[src/rtl/disk_pkg.sv]
// Shared definitions for the floppy read path: encoder state encoding and the
// default bit-cell timing used by the read serializer and the write decoder.
package disk_pkg;

   typedef enum logic {
      ST_IDLE = 1'b0,
      ST_RUN  = 1'b1
   } fm_state_e;

   localparam int unsigned DEF_CELL_CLKS  = 16;
   localparam int unsigned DEF_PULSE_CLKS = 4;

endpackage : disk_pkg

[src/rtl/fm_encoder.sv]
// FM read-side encoder: turns a serial NRZ bit stream into per-cell clock and
// data pulses. One-entry holding register in front of the cell timer, so the
// next bit can be accepted while the current cell is still being emitted.
module fm_encoder
   import disk_pkg::*;
#(
   parameter int unsigned CELL_CLKS  = DEF_CELL_CLKS,
   parameter int unsigned PULSE_CLKS = DEF_PULSE_CLKS
) (
   input  logic clk,
   input  logic rst,
   input  logic enable,
   input  logic bit_in,
   input  logic bit_valid,
   output logic bit_ready,
   output logic rd_clk,
   output logic rd_data,
   output logic fm_out,
   output logic cell_start,
   output logic underrun
);

   localparam int unsigned   CW       = $clog2(CELL_CLKS);
   localparam logic [CW-1:0] CNT_LAST = CW'(CELL_CLKS - 1);
   localparam logic [CW-1:0] CLK_END  = CW'(PULSE_CLKS);
   localparam logic [CW-1:0] DATA_LO  = CW'(CELL_CLKS / 2);
   localparam logic [CW-1:0] DATA_HI  = CW'(CELL_CLKS / 2 + PULSE_CLKS);

   // Reject timing parameters that would overlap the clock and data pulses.
   if (CELL_CLKS < 8 || (CELL_CLKS % 2) != 0 || PULSE_CLKS < 1 ||
       PULSE_CLKS >= CELL_CLKS / 2) begin : g_bad_params
      $error("fm_encoder: illegal CELL_CLKS/PULSE_CLKS combination");
   end

   fm_state_e     state_q, state_d;
   logic [CW-1:0] cnt_q, cnt_d;
   logic          cell_bit_q, cell_bit_d;
   logic          hold_bit_q, hold_bit_d;
   logic          hold_valid_q, hold_valid_d;
   logic          underrun_q, underrun_d;
   logic          rd_clk_q, rd_clk_d;
   logic          rd_data_q, rd_data_d;
   logic          fm_out_q, fm_out_d;
   logic          cell_start_q, cell_start_d;
   logic          load, xfer, run_d;

   // Next-state: load/handshake decode, holding register, cell timer and the
   // output pulses decoded from the next state so outputs come straight off flops.
   always_comb begin
      load = enable && ((state_q == ST_IDLE && hold_valid_q) ||
                        (state_q == ST_RUN  && cnt_q == CNT_LAST));
      bit_ready = !hold_valid_q || load;
      xfer      = bit_valid && bit_ready;

      state_d      = state_q;
      cnt_d        = cnt_q;
      cell_bit_d   = cell_bit_q;
      hold_bit_d   = hold_bit_q;
      hold_valid_d = hold_valid_q;
      underrun_d   = underrun_q;

      // A load empties the holder; a same-cycle transfer refills it.
      if (load) hold_valid_d = 1'b0;
      if (xfer) begin
         hold_bit_d   = bit_in;
         hold_valid_d = 1'b1;
      end

      case (state_q)
         ST_IDLE: begin
            if (!enable) underrun_d = 1'b0;
            if (load) begin
               state_d    = ST_RUN;
               cnt_d      = '0;
               cell_bit_d = hold_bit_q;
            end
         end
         ST_RUN: begin
            if (!enable) begin
               state_d = ST_IDLE;
            end else if (load) begin
               // Empty holder at a cell boundary: emit a zero cell and flag it.
               cnt_d      = '0;
               cell_bit_d = hold_valid_q && hold_bit_q;
               if (!hold_valid_q) underrun_d = 1'b1;
            end else begin
               cnt_d = cnt_q + CW'(1);
            end
         end
         default: state_d = ST_IDLE;
      endcase

      run_d        = (state_d == ST_RUN);
      rd_clk_d     = run_d && (cnt_d < CLK_END);
      rd_data_d    = run_d && cell_bit_d && (cnt_d >= DATA_LO) && (cnt_d < DATA_HI);
      cell_start_d = run_d && (cnt_d == '0);
      fm_out_d     = rd_clk_d || rd_data_d;
   end

   // State and output registers; reset wins over every other event.
   always_ff @(posedge clk) begin
      if (rst) begin
         state_q      <= ST_IDLE;
         cnt_q        <= '0;
         cell_bit_q   <= 1'b0;
         hold_bit_q   <= 1'b0;
         hold_valid_q <= 1'b0;
         underrun_q   <= 1'b0;
         rd_clk_q     <= 1'b0;
         rd_data_q    <= 1'b0;
         fm_out_q     <= 1'b0;
         cell_start_q <= 1'b0;
      end else begin
         state_q      <= state_d;
         cnt_q        <= cnt_d;
         cell_bit_q   <= cell_bit_d;
         hold_bit_q   <= hold_bit_d;
         hold_valid_q <= hold_valid_d;
         underrun_q   <= underrun_d;
         rd_clk_q     <= rd_clk_d;
         rd_data_q    <= rd_data_d;
         fm_out_q     <= fm_out_d;
         cell_start_q <= cell_start_d;
      end
   end

   assign rd_clk     = rd_clk_q;
   assign rd_data    = rd_data_q;
   assign fm_out     = fm_out_q;
   assign cell_start = cell_start_q;
   assign underrun   = underrun_q;

endmodule : fm_encoder

[config.mk]
export PLATFORM = sky130hd
export DESIGN_NAME = fm_encoder
export DESIGN_NICKNAME = d
export VERILOG_FILES = /design/src/rtl/disk_pkg.sv /design/src/rtl/fm_encoder.sv
export SDC_FILE = /design/constraint.sdc
export NUM_CORES = 1
export LEC_CHECK = 0
export ABC_AREA = 1
export BUFFER_PORTS_ARGS = -buffer_cell sky130_fd_sc_hd__buf_4
export CAP_MARGIN = 20
export CORE_MARGIN = 2
export CORE_UTILIZATION = 46
export DETAILED_ROUTE_END_ITERATION = 12
export PLACE_DENSITY = 0.71
export REMOVE_ABC_BUFFERS = 1
export SYNTH_ARGS = -nofsm -noshare
export SYNTH_HDL_FRONTEND = slang
export SYNTH_SLANG_ARGS = --single-unit
[constraint.sdc]
create_clock -name clk -period 1.1 [get_ports clk]
set_input_delay 0.055 -clock clk [delete_from_list [all_inputs] [get_ports clk]]
set_output_delay 0.055 -clock clk [all_outputs]
set_load 0.03 [all_outputs]
# Word-level counts from Yosys, hierarchy flattened
# Index checks and enable logic that the tools add are counted.
word_totals:
  wordCells: 55
  register_bits: 13
classes:
  n_eq_ne: 5
  order_cmp: 3
  mux: 18
  bitwise_logic: 1
  n_reduce_logical: 17
  n_addsub: 1
ops:
  columns: ["cell", "n"]
  rows:
  - ["two-way mux 4 bit", 3]
  - ["two-way mux 1 bit", 11]
  - ["logical AND 1 bit", 10]
  - ["case mux 4 bit (2 select lines)", 1]
  - ["inequality test 2 bit (second input constant)", 3]
  - ["case mux 1 bit (2 select lines)", 3]
  - ["adder 4 x 1 -> 4 bit (second input constant)", 1]
  - ["== test 4 bit (second input constant)", 1]
  - ["greater-or-equal comparator 4 bit (second input constant)", 1]
  - ["logical NOT 4 bit", 1]
  - ["less-than comparator 4 x 3 -> 1 bit (second input constant)", 1]
  - ["less-than comparator 4 bit (second input constant)", 1]
  - ["AND reduction 4 bit", 1]
  - ["logical OR 1 bit", 3]
  - ["inequality test 2 x 1 -> 1 bit (second input constant)", 1]
  - ["nonzero test 2 bit", 1]
  - ["logical NOT 1 bit", 1]
  - ["NOT 1 bit", 1]

# Logic depth before layout (Yosys ltp)
# Gate-level depths: netlist of the first run.
depth:
  ltp_word: 11
  depth_mapped: 8

# Worst setup path after synthesis of the first run
# Ideal clock, no wire load.
synth_path:
  kind: "register -> register"
  start: "register cnt_q[0]"
  end: "register hold_bit_q"
  slack_ns: -0.158
  synth_period_minus_slack_ns: 1.258
  setup_time_ns: 0.067
  t_arrival_ns: 1.191
  required_time_ns: 1.033
  path_stages_with_launch: 9
  n_path_buf: 0
  path_cell_list: "dfxtp_1 ha_1 nand3_1 nor2_1 nor2_2 nand2_4 nand2_2 nand2_1 a21oi_2"
synth_via:
  elab_chain_cells: 6
synth_rtl:
  columns: ["element", "line_no", "rtl"]
  rows:
  - ["start, declared", "fm_encoder.sv:36", "logic [CW-1:0] cnt_q, cnt_d;"]
  - ["start signal, assigned", "fm_encoder.sv:115", "cnt_q <= cnt_d;"]
  - ["== test 4 bit", "fm_encoder.sv:51", "(state_q == ST_RUN && cnt_q == CNT_LAST));"]
  - ["logical AND 1 bit", "fm_encoder.sv:51", null]
  - ["logical OR 1 bit", "fm_encoder.sv:50", "load = enable && ((state_q == ST_IDLE && hold_valid_q) ||"]
  - ["logical AND 1 bit", "fm_encoder.sv:50", null]
  - ["logical OR 1 bit", "fm_encoder.sv:52", "bit_ready = !hold_valid_q || load;"]
  - ["named net bit_ready", "fm_encoder.sv:15", "output logic bit_ready,"]
  - ["logical AND 1 bit", "fm_encoder.sv:53", "xfer = bit_valid && bit_ready;"]
  - ["end signal, assigned", "fm_encoder.sv:117", "hold_bit_q <= hold_bit_d;"]
  - ["end, declared", "fm_encoder.sv:38", "logic hold_bit_q, hold_bit_d;"]
# The timed path passes the listed nets, and every way through them passes these cells.
# A chain may end at the register's enable or synchronous reset.

# Worst setup path after layout of the first run
layout_path:
  start: "register cnt_q[0]"
  end: "output bit_ready"
layout_via:
  elab_chain_cells: 5
layout_rtl:
  columns: ["element", "line_no"]
  rows:
  - ["== test 4 bit", "fm_encoder.sv:51"]
  - ["logical AND 1 bit", "fm_encoder.sv:51"]
  - ["logical OR 1 bit", "fm_encoder.sv:50"]
  - ["logical AND 1 bit", "fm_encoder.sv:50"]
  - ["logical OR 1 bit", "fm_encoder.sv:52"]
  - ["end, declared", "fm_encoder.sv:15"]
# No other way between the ends.

==> impl_metrics.tcl, run 1 <==
set metrics [dict create \
    status "finished, violations left" \
    violations "setup timing" \
    path_cells "ha_4 -> nand3_4 -> nor2_4 -> nor2_4 -> nand2_4 -> buf_6" \
    ant_nets 0 \
    clk_pin_slew_worst_paths_ns 0.08 \
    synth-seq-cells 13 \
    slew_headroom 0.8234 \
    cpLargestDelayFamily "flip-flops" \
    finalHoldViolCount 0 \
    layout_common_cells "buf_4 (21), dfxtp_1 (11), nand2_1 (8), nand2_2 (8), inv_1 (8)" \
    grt_max_degree 10 \
    ys_types 23 \
    slowest_stage "dfxtp_2" \
    grt_pass1_wl_um 1911 \
    end_kind "output pin" \
    min-delay-start "rst" \
    yosysTopAreaCell "dfxtp_1" \
    htreeDepth 1 \
    wl_per_cell_um 11.38 \
    p_sw_uw 252.2 \
    crit_arrival_ns 1.22 \
    overflow 0 \
    clock_sinks 13 \
    reg2reg_to "fm_out" \
    die_h_um 40.66 \
    syn_area_um2 618.1 \
    cap_violations 0 \
    cp_max_fo 2 \
    grt_setup_unrepaired "yes" \
    cts_tree "built" \
    min_period_over_period 1.163 \
    fin_util 0.7342 \
    first_pass_iters 4 \
    leakagePower_uw 0.0004069 \
    final_nets 112 \
    first_global_vias 462 \
    core_um2 1285 \
    antenna_found_initial 0 \
    setup.worst_path.start "cnt_q[0]" \
    dr_total_vias 582 \
    dp_hpwl_um 962.6 \
    routed_wirelength_um 1365 \
    p_int_uw 698.8 \
    cts_buffer_depth 2 \
    switching_share 0.2652 \
    powerDensity_nw_per_um2 1008 \
    synth_top_area_share 0.4211 \
    netlist_instances 79 \
    min_path_cells 2 \
    max_freq_ghz 0.7818 \
    crit_path_start_kind "register" \
    critPathRequiredTime_ns 1.04 \
    drive_gt1_frac 0.5810 \
    worst_slew_pin_slew_ns 0.2646 \
    r2r-start "cnt_q[0]" \
    slew_viol_final 0 \
    synth-warning-count 0 \
    crit_path_frequent_cell "nor2_4" \
    cts-root-buf "clkbuf_4" \
    skew_ns 0.001804 \
    peakVddDrop_uv 563.0 \
    criticalPathCategory "reg -> out" \
    pwr-share-seq 0.522 \
    pwr-share-clk 0.306 \
    pwr-share-comb 0.172 \
    die_area_um2 1653 \
    area_growth_pct 52.63 \
    synth_area_leaders "dfxtp_1 (42%), nand2_1 (7.3%), inv_1 (6.1%)" \
    drc 0 \
    yosysSeqAreaShare 0.4211 \
    final_common_cell "buf_4" \
    nFillCells 100 \
    dp_slack_ns -0.1521 \
    drt_iter0_markers 13 \
    ctsHoldBuffers 0 \
    antenna_cells 0 \
    setup_violations 12 \
    r2r_setup_slack_ns -0.16 \
    viasPerCell 4.850 \
    critPathMaxStageDelay_ns 0.36 \
    die_w_um 40.66 \
    period_needed_ns 1.279 \
    grt_use_total 0.1776 \
    crit_buf_inv 1 \
    cts_buffers 3 \
    whs_endpoint "hold_bit_q" \
    finalWorstSetupSlack_ns -0.1791 \
    avgSynthCellArea_um2 7.824 \
    reg2reg_depth 9 \
    hold_path.class "in -> reg" \
    io_buffer_count 10 \
    io_pins 11 \
    worstSkewPairLatency_ns 0.27 \
    initial_core_util 0.4810 \
    fp-row-count 13 \
    place.gp.congestion 0.7925 \
]
state kept, by name, summed over array words and instances (netlist names):
register and count:
underrun 1, cell_start 1, hold_bit_q 1, state_q 1
hold_valid_q 1, cnt_q 4, cell_bit_q 1, rd_data 1
rd_clk 1, fm_out 1
cell type report:
| class | instances | area [um^2] | area share |
|---|---|---|---|
| tap | 15 | 18.77 | 0.01989 |
| clock buffer | 4 | 26.28 | 0.02785 |
| sequential | 13 | 262.8 | 0.2785 |
| inverter | 11 | 41.29 | 0.04377 |
| timing repair buffer | 23 | 180.2 | 0.1910 |
| multi-input combinational | 54 | 414.1 | 0.4390 |
worst max-delay path by stage:
stage,cells after the start,slack [ns],endpoint
after global routing,6,-0.25,bit_ready
after detailed placement,7,-0.15,cell_start
after CTS,6,-0.23,bit_ready
final,6,-0.18,bit_ready
after global placement,7,-0.10,cell_start
after floorplan,8,-0.16,hold_bit_q
power groups by stage:
stage | registers (uW) | clock network (uW) | logic [uW]
after detailed placement | 507 | 0 | 138
after global placement | 506 | 0 | 137
after CTS | 496 | 309 | 149
after floorplan | 520 | 0 | 64.2
final | 497 | 291 | 164
after global routing | 498 | 330 | 176
synth_stat cells, drive strengths merged:
cell type and number:
ha 1, inv 11, nand2 19, or2 1
a31oi 1, clkbuf 1, nor2 13, o21ai 5
a21oi 5, nand4 1, nand3 6, o211ai 1
dfxtp 13, nand3b 1
layer usage:
layer,global-route usage,wire [um]
met5,0,0
met4,0.1000,25
met3,0.03261,34
met2,0.2738,708
met1,0.2303,596
per-stage QoR:
| step | TNS [ns] | instances | hold slack [ns] | area [um^2] | power [uW] |
|---|---|---|---|---|---|
| after global placement | -0.7795 | 111 | 0.3013 | 768.2 | 643.0 |
| after CTS | -1.684 | 118 | 0.006078 | 854.6 | 955.0 |
| after detailed placement | -1.161 | 111 | 0.3046 | 768.2 | 645.1 |
| final | -1.483 | 120 | 0.02320 | 943.4 | 951.0 |
| after global routing | -2.439 | 120 | 0.02166 | 943.4 | 1005 |
| after floorplan | -0.6767 | 78 | 0.1174 | 614.3 | 584.6 |
repair_timing:
item	in CTS	in global routing
gates resized for setup	11	17
pin swaps	7	14
endpoints found under the setup margin	12	13
buffers inserted	3	2
logic make-up after synthesis:
group,share of synthesized area
AND/OR/NAND/NOR,0.3482
flip-flops,0.4211
AO/OA/AOI/OAI,0.1376
buffers and inverters,0.07287
adder cells (fa/ha/maj),0.02024
Note: power is estimated with default switching activity, not from simulation.
==> run 2: changes to the inputs <==
--- a/config.mk
+++ b/config.mk
@@ -8,7 +8,6 @@
 export ABC_AREA = 1
 export BUFFER_PORTS_ARGS = -buffer_cell sky130_fd_sc_hd__buf_4
 export CAP_MARGIN = 20
-export CORE_MARGIN = 2
 export CORE_UTILIZATION = 46
 export DETAILED_ROUTE_END_ITERATION = 12
 export PLACE_DENSITY = 0.71
==> run 2 against run 1 <==
Net effect: the flow still finishes with violations (setup timing); clock power barely moved; non-clock buffer count fell by 2; power fell by 0.85%; sequential cell count did not move; first-iteration DRC count rose by 15%; hold slack got worse by 0.0073 ns; register-to-register slack got worse by 0.04 ns; cell area fell by 4.1%; largest cell class unchanged.
==> impl_metrics.tcl, run 2 (synthesized netlist as in run 1, its figures left out) <==
set metrics [dict create \
    viasPerCell 5.077 \
    first_global_vias 527 \
    min_path_cells 2 \
    crit_arrival_ns 1.26 \
    first_pass_iters 4 \
    regMostFlops "cnt_q" \
    cap_violations 0 \
    cts_tree "built" \
    skew_ns 0.008405 \
    leakagePower_uw 0.0003922 \
    worstSkewPairLatency_ns 0.28 \
    area_growth_pct 46.36 \
    antenna_found_initial 0 \
    final_nets 110 \
    fin_setup_tns_ns -1.866 \
    io_buffer_count 10 \
    status "finished, violations left" \
    grt_pass1_wl_um 2194 \
    crit_path_start_kind "register" \
    powerDensity_nw_per_um2 1042 \
    drt_iter0_markers 15 \
    wl_per_cell_um 11.64 \
    fp-row-count 12 \
    setup_violations 13 \
    place.gp.congestion 0.8811 \
    antenna_cells 0 \
    clk_pin_slew_worst_paths_ns 0.07 \
    period_needed_ns 1.316 \
    r2r-start "cnt_q[0]" \
    htreeDepth 1 \
    dp_cells 109 \
    initial_core_util 0.5278 \
    core_um2 1171 \
    reg2reg_to "cell_start" \
    max_freq_ghz 0.7599 \
    drive_gt1_frac 0.5340 \
    ant_nets 0 \
    dr_total_vias 594 \
    die_area_um2 1494 \
    dp_hpwl_um 921.9 \
    overflow 0 \
    die_w_um 38.66 \
    slew_headroom 0.8034 \
    slew_viol_final 0 \
    reg2reg_depth 9 \
    routed_wirelength_um 1362 \
    grt_setup_unrepaired "yes" \
    cts_buffer_depth 2 \
    die_h_um 38.66 \
    cts_buffers 3 \
    nFillCells 84 \
    critPathRequiredTime_ns 1.04 \
    criticalPathCategory "reg -> out" \
    whs_endpoint "hold_bit_q" \
    ctsHoldBuffers 0 \
    clock_sinks 13 \
    drc 0 \
    peakVddDrop_uv 651.7 \
    hold_path.class "in -> reg" \
    finalHoldViolCount 0 \
    finalWorstSetupSlack_ns -0.2160 \
    final_common_cell "buf_4" \
    dp_slack_ns -0.1730 \
    instances_no_fill 117 \
    cts-root-buf "clkbuf_4" \
    cp_max_fo 4 \
    layout_common_cells "buf_4 (19), nand2_1 (11), dfxtp_1 (10), inv_1 (8), nor2_1 (8)" \
    violations "setup timing" \
    r2r_setup_slack_ns -0.20 \
    grt_use_total 0.2186 \
    largest_reg_flops 4 \
    grt_max_degree 10 \
    min_period_over_period 1.196 \
    min-delay-start "rst" \
    end_kind "output pin" \
    io_pins 11 \
    worst_slew_pin_slew_ns 0.2946 \
]
## run 2: cell types whose count changed in the layout (fill, tap and decap cells not counted)
cell,previous run,this run
nand2_1,8,11
buf_4,21,19
nand2_2,8,6
a21oi_1,2,3
a21oi_2,3,2
dfxtp_1,11,10
dfxtp_2,2,3
nand2_4,3,2
nor2_1,7,8
nor2_4,4,3
## run 2: repair_timing
item,CTS,global route
resized for setup,12,10
setup endpoints to repair,13,13
pin swaps,5,10
setup buffers,4,1
## run 2: worst max-delay path by stage
stage	startpoint	end	slack [ns]	cells past startpoint
final	cnt_q[2]	bit_ready	-0.22	5
after global routing	cnt_q[2]	bit_ready	-0.27	5
after CTS	cnt_q[0]	bit_ready	-0.23	6
after detailed placement	cnt_q[0]	cell_start	-0.17	7
after global placement	cnt_q[0]	cell_start	-0.11	7
after floorplan	cnt_q[0]	hold_bit_q	-0.16	8
## run 2: where the power goes
group	switching, uW	total (uW)	internal (uW)
clock	152	293	141
sequential	8.71	496	488
combinational	87.3	153	66.0
## run 2: metrics by stage
step / power [uW] / utilization / area, um^2 / hold slack, ns
final: 942.9 / 0.7724 / 904.6 / 0.01594
after global routing: 985.3 / 0.7724 / 904.6 / 0.009458
after CTS: 944.6 / 0.7382 / 864.6 / 0.01153
after detailed placement: 641.8 / 0.6485 / 759.5 / 0.3023
after global placement: 640.2 / 0.6485 / 759.5 / 0.3013
after floorplan: 584.6 / - / 614.3 / 0.1174
## run 2: layer usage
layer / track usage / routed length (um)
met5: 0 / 0
met4: 0.05172 / 12
met3: 0.08671 / 92
met2: 0.3417 / 646
met1: 0.2796 / 610
## run 2: layout make-up
| type | instances | area (um^2) | share of cell area |
|---|---|---|---|
| clock buffers | 4 | 26.28 | 0.02905 |
| inverters | 11 | 41.29 | 0.04564 |
| multi-input cells | 54 | 390.4 | 0.4315 |
| flip-flops and latches | 13 | 264.0 | 0.2918 |
| well taps | 14 | 17.52 | 0.01936 |
| repair buffers | 21 | 165.2 | 0.1826 |
## run 2: critical path: stages (launching register included)
cell	delay, ns
dfxtp_1	0.49
nand3_4	0.12
nor2_4	0.14
nor2_4	0.05
nand2_4	0.06
buf_6	0.12
==> run 3: changes to the inputs <==
--- a/config.mk
+++ b/config.mk
@@ -8,10 +8,11 @@
 export ABC_AREA = 1
 export BUFFER_PORTS_ARGS = -buffer_cell sky130_fd_sc_hd__buf_4
 export CAP_MARGIN = 20
-export CORE_UTILIZATION = 46
+export CORE_UTILIZATION = 35
 export DETAILED_ROUTE_END_ITERATION = 12
-export PLACE_DENSITY = 0.71
+export PLACE_DENSITY = 0.57
 export REMOVE_ABC_BUFFERS = 1
+export SETUP_SLACK_MARGIN = 0.1
 export SYNTH_ARGS = -nofsm -noshare
 export SYNTH_HDL_FRONTEND = slang
 export SYNTH_SLANG_ARGS = --single-unit
==> run 3 against run 2 <==
Net effect: the run still ends with setup timing left; first-iteration DRC count down 73%; hold slack about the same; clock power about the same; count of clock-buffer cells in the layout unchanged; non-clock buffer count up 1; cell area up 4.6%; critical path depth up 1; critical endpoint unchanged; largest cell class unchanged; highest routed layer unchanged.
==> impl_metrics.tcl, run 3 (synthesized netlist as in run 1, its figures left out) <==
set metrics [dict create \
    slew_viol_final 0 \
    r2r_setup_slack_ns -0.15 \
    setup_violations 12 \
    die_h_um 44.03 \
    htreeDepth 1 \
    setup.worst_path.start "cnt_q[1]" \
    worst_slew_pin_slew_ns 0.2470 \
    wl_per_cell_um 11.38 \
    critPathRequiredTime_ns 1.04 \
    fin_setup_tns_ns -1.420 \
    overflow 0 \
    drt_iter0_markers 4 \
    reg2reg_depth 9 \
    finalWorstSetupSlack_ns -0.1838 \
    peakVddDrop_uv 608.2 \
    grt_pass1_wl_um 2256 \
    antenna_cells 0 \
    dp_hpwl_um 888.9 \
    status "finished, violations left" \
    leakagePower_uw 0.0004183 \
    nFillCells 152 \
    antenna_found_initial 0 \
    viasPerCell 4.667 \
    place.gp.congestion 0.8550 \
    routed_wirelength_um 1365 \
    violations "setup timing" \
    first_pass_iters 6 \
    route.met2.wl_um 668 \
    area_growth_pct 53.04 \
    ctsHoldBuffers 0 \
    dp_cells 112 \
    die_w_um 44.03 \
    powerDensity_nw_per_um2 1018 \
    min_path_cells 2 \
    worstSkewPairLatency_ns 0.28 \
    dr_total_vias 560 \
    holdWs_ns 0.01575 \
    reg2reg_to "hold_bit_q" \
    fin_util 0.6000 \
    instances_no_fill 120 \
    min_period_over_period 1.167 \
    regMostFlops "cnt_q" \
    drive_gt1_frac 0.5385 \
    die_area_um2 1938 \
    ant_nets 0 \
    initial_core_util 0.3921 \
    cts_tree "built" \
    final_nets 111 \
    r2r-start "cnt_q[1]" \
    cts_buffers 3 \
    max_freq_ghz 0.7789 \
    placed_area_um2 769.5 \
    multi_input_area_um2 422.9 \
    slew_headroom 0.8351 \
    met3_length_um 55 \
    clock_sinks 13 \
    skew_ns 0.005555 \
    grt_use_total 0.1636 \
    clk_pin_slew_worst_paths_ns 0.08 \
    core_um2 1577 \
    io_pins 11 \
    finish.instance_area_um2 945.9 \
    layout_common_cells "buf_4 (20), dfxtp_1 (11), inv_1 (10), nand2_1 (9), nor2_1 (8)" \
    criticalPathCategory "reg -> out" \
    cts_buffer_depth 2 \
    end_kind "output pin" \
    top_layer "met4" \
    fp-row-count 14 \
    met1_length_um 621 \
    crit_arrival_ns 1.23 \
    regArea_um2 262.8 \
    hold_path.class "in -> reg" \
    cts-root-buf "clkbuf_4" \
    final_common_cell "buf_4" \
    cp_max_fo 2 \
    largest_reg_flops 4 \
    crit_path_start_kind "register" \
    grt_setup_unrepaired "yes" \
    io_buffer_count 10 \
    finalHoldViolCount 0 \
    whs_endpoint "underrun" \
    grt_max_degree 10 \
    period_needed_ns 1.284 \
    cap_violations 0 \
    first_global_vias 541 \
    min-delay-start "rst" \
    drc 0 \
]
==> run 3: changes by cell type in the layout (fill, tap and decap cells not counted), sizes merged <==
cell  change
buf       +1
==> run 3: layout make-up <==
type,instances,area share
tap,16,0.02116
sequential,13,0.2778
inverter,11,0.04365
multi-input combinational,54,0.4471
timing repair buffer,22,0.1825
clock buffer,4,0.02778
==> run 3: how the worst max path moves through the flow <==
stage / to / slack (ns) / depth (start not counted)
3_3_place_gp: rd_clk / -0.11 / 7
5_1_grt: rd_data / -0.25 / 9
2_1_floorplan: hold_bit_q / -0.16 / 8
3_5_place_dp: cell_start / -0.15 / 7
4_1_cts: bit_ready / -0.22 / 6
6_report: bit_ready / -0.18 / 6
==> run 3: critical path, stage by stage, from the launching register on <==
cell     delay (ns)
dfxtp_2        0.34
ha_4           0.17
nand3_4        0.09
nor2_4         0.04
nor2_4         0.11
nand2_4        0.07
buf_6          0.14
==> run 3: power by group <==
group	total [uW]	internal, uW	switching (uW)	leakage [uW]
registers	497	487	9.51	0.000107
logic	171	75.5	95.2	0.000297
clock network	296	141	155	0.0000150
total	963	703	260	0.000418
==> run 3: stage by stage <==
step                total power (uW)  setup WS, ns
finish                         963.0       -0.1838
floorplan                      584.6       -0.1565
global placement               644.9       -0.1051
global route                    1013       -0.2487
detailed placement             644.1       -0.1539
CTS                            950.6       -0.2237
==> run 3: repair_timing <==
action                                  CTS  global route
gates resized for setup                  12            15
buffers inserted                          4             0
pin swaps                                 8            12
endpoints found under the setup margin   13            13
==> run 3: per-layer routing <==
layer  vias up  GRT usage
met5         -          0
met3         2    0.06122
met1       246     0.2025
met2         9     0.2529
li1        303          -
met4         0    0.07273
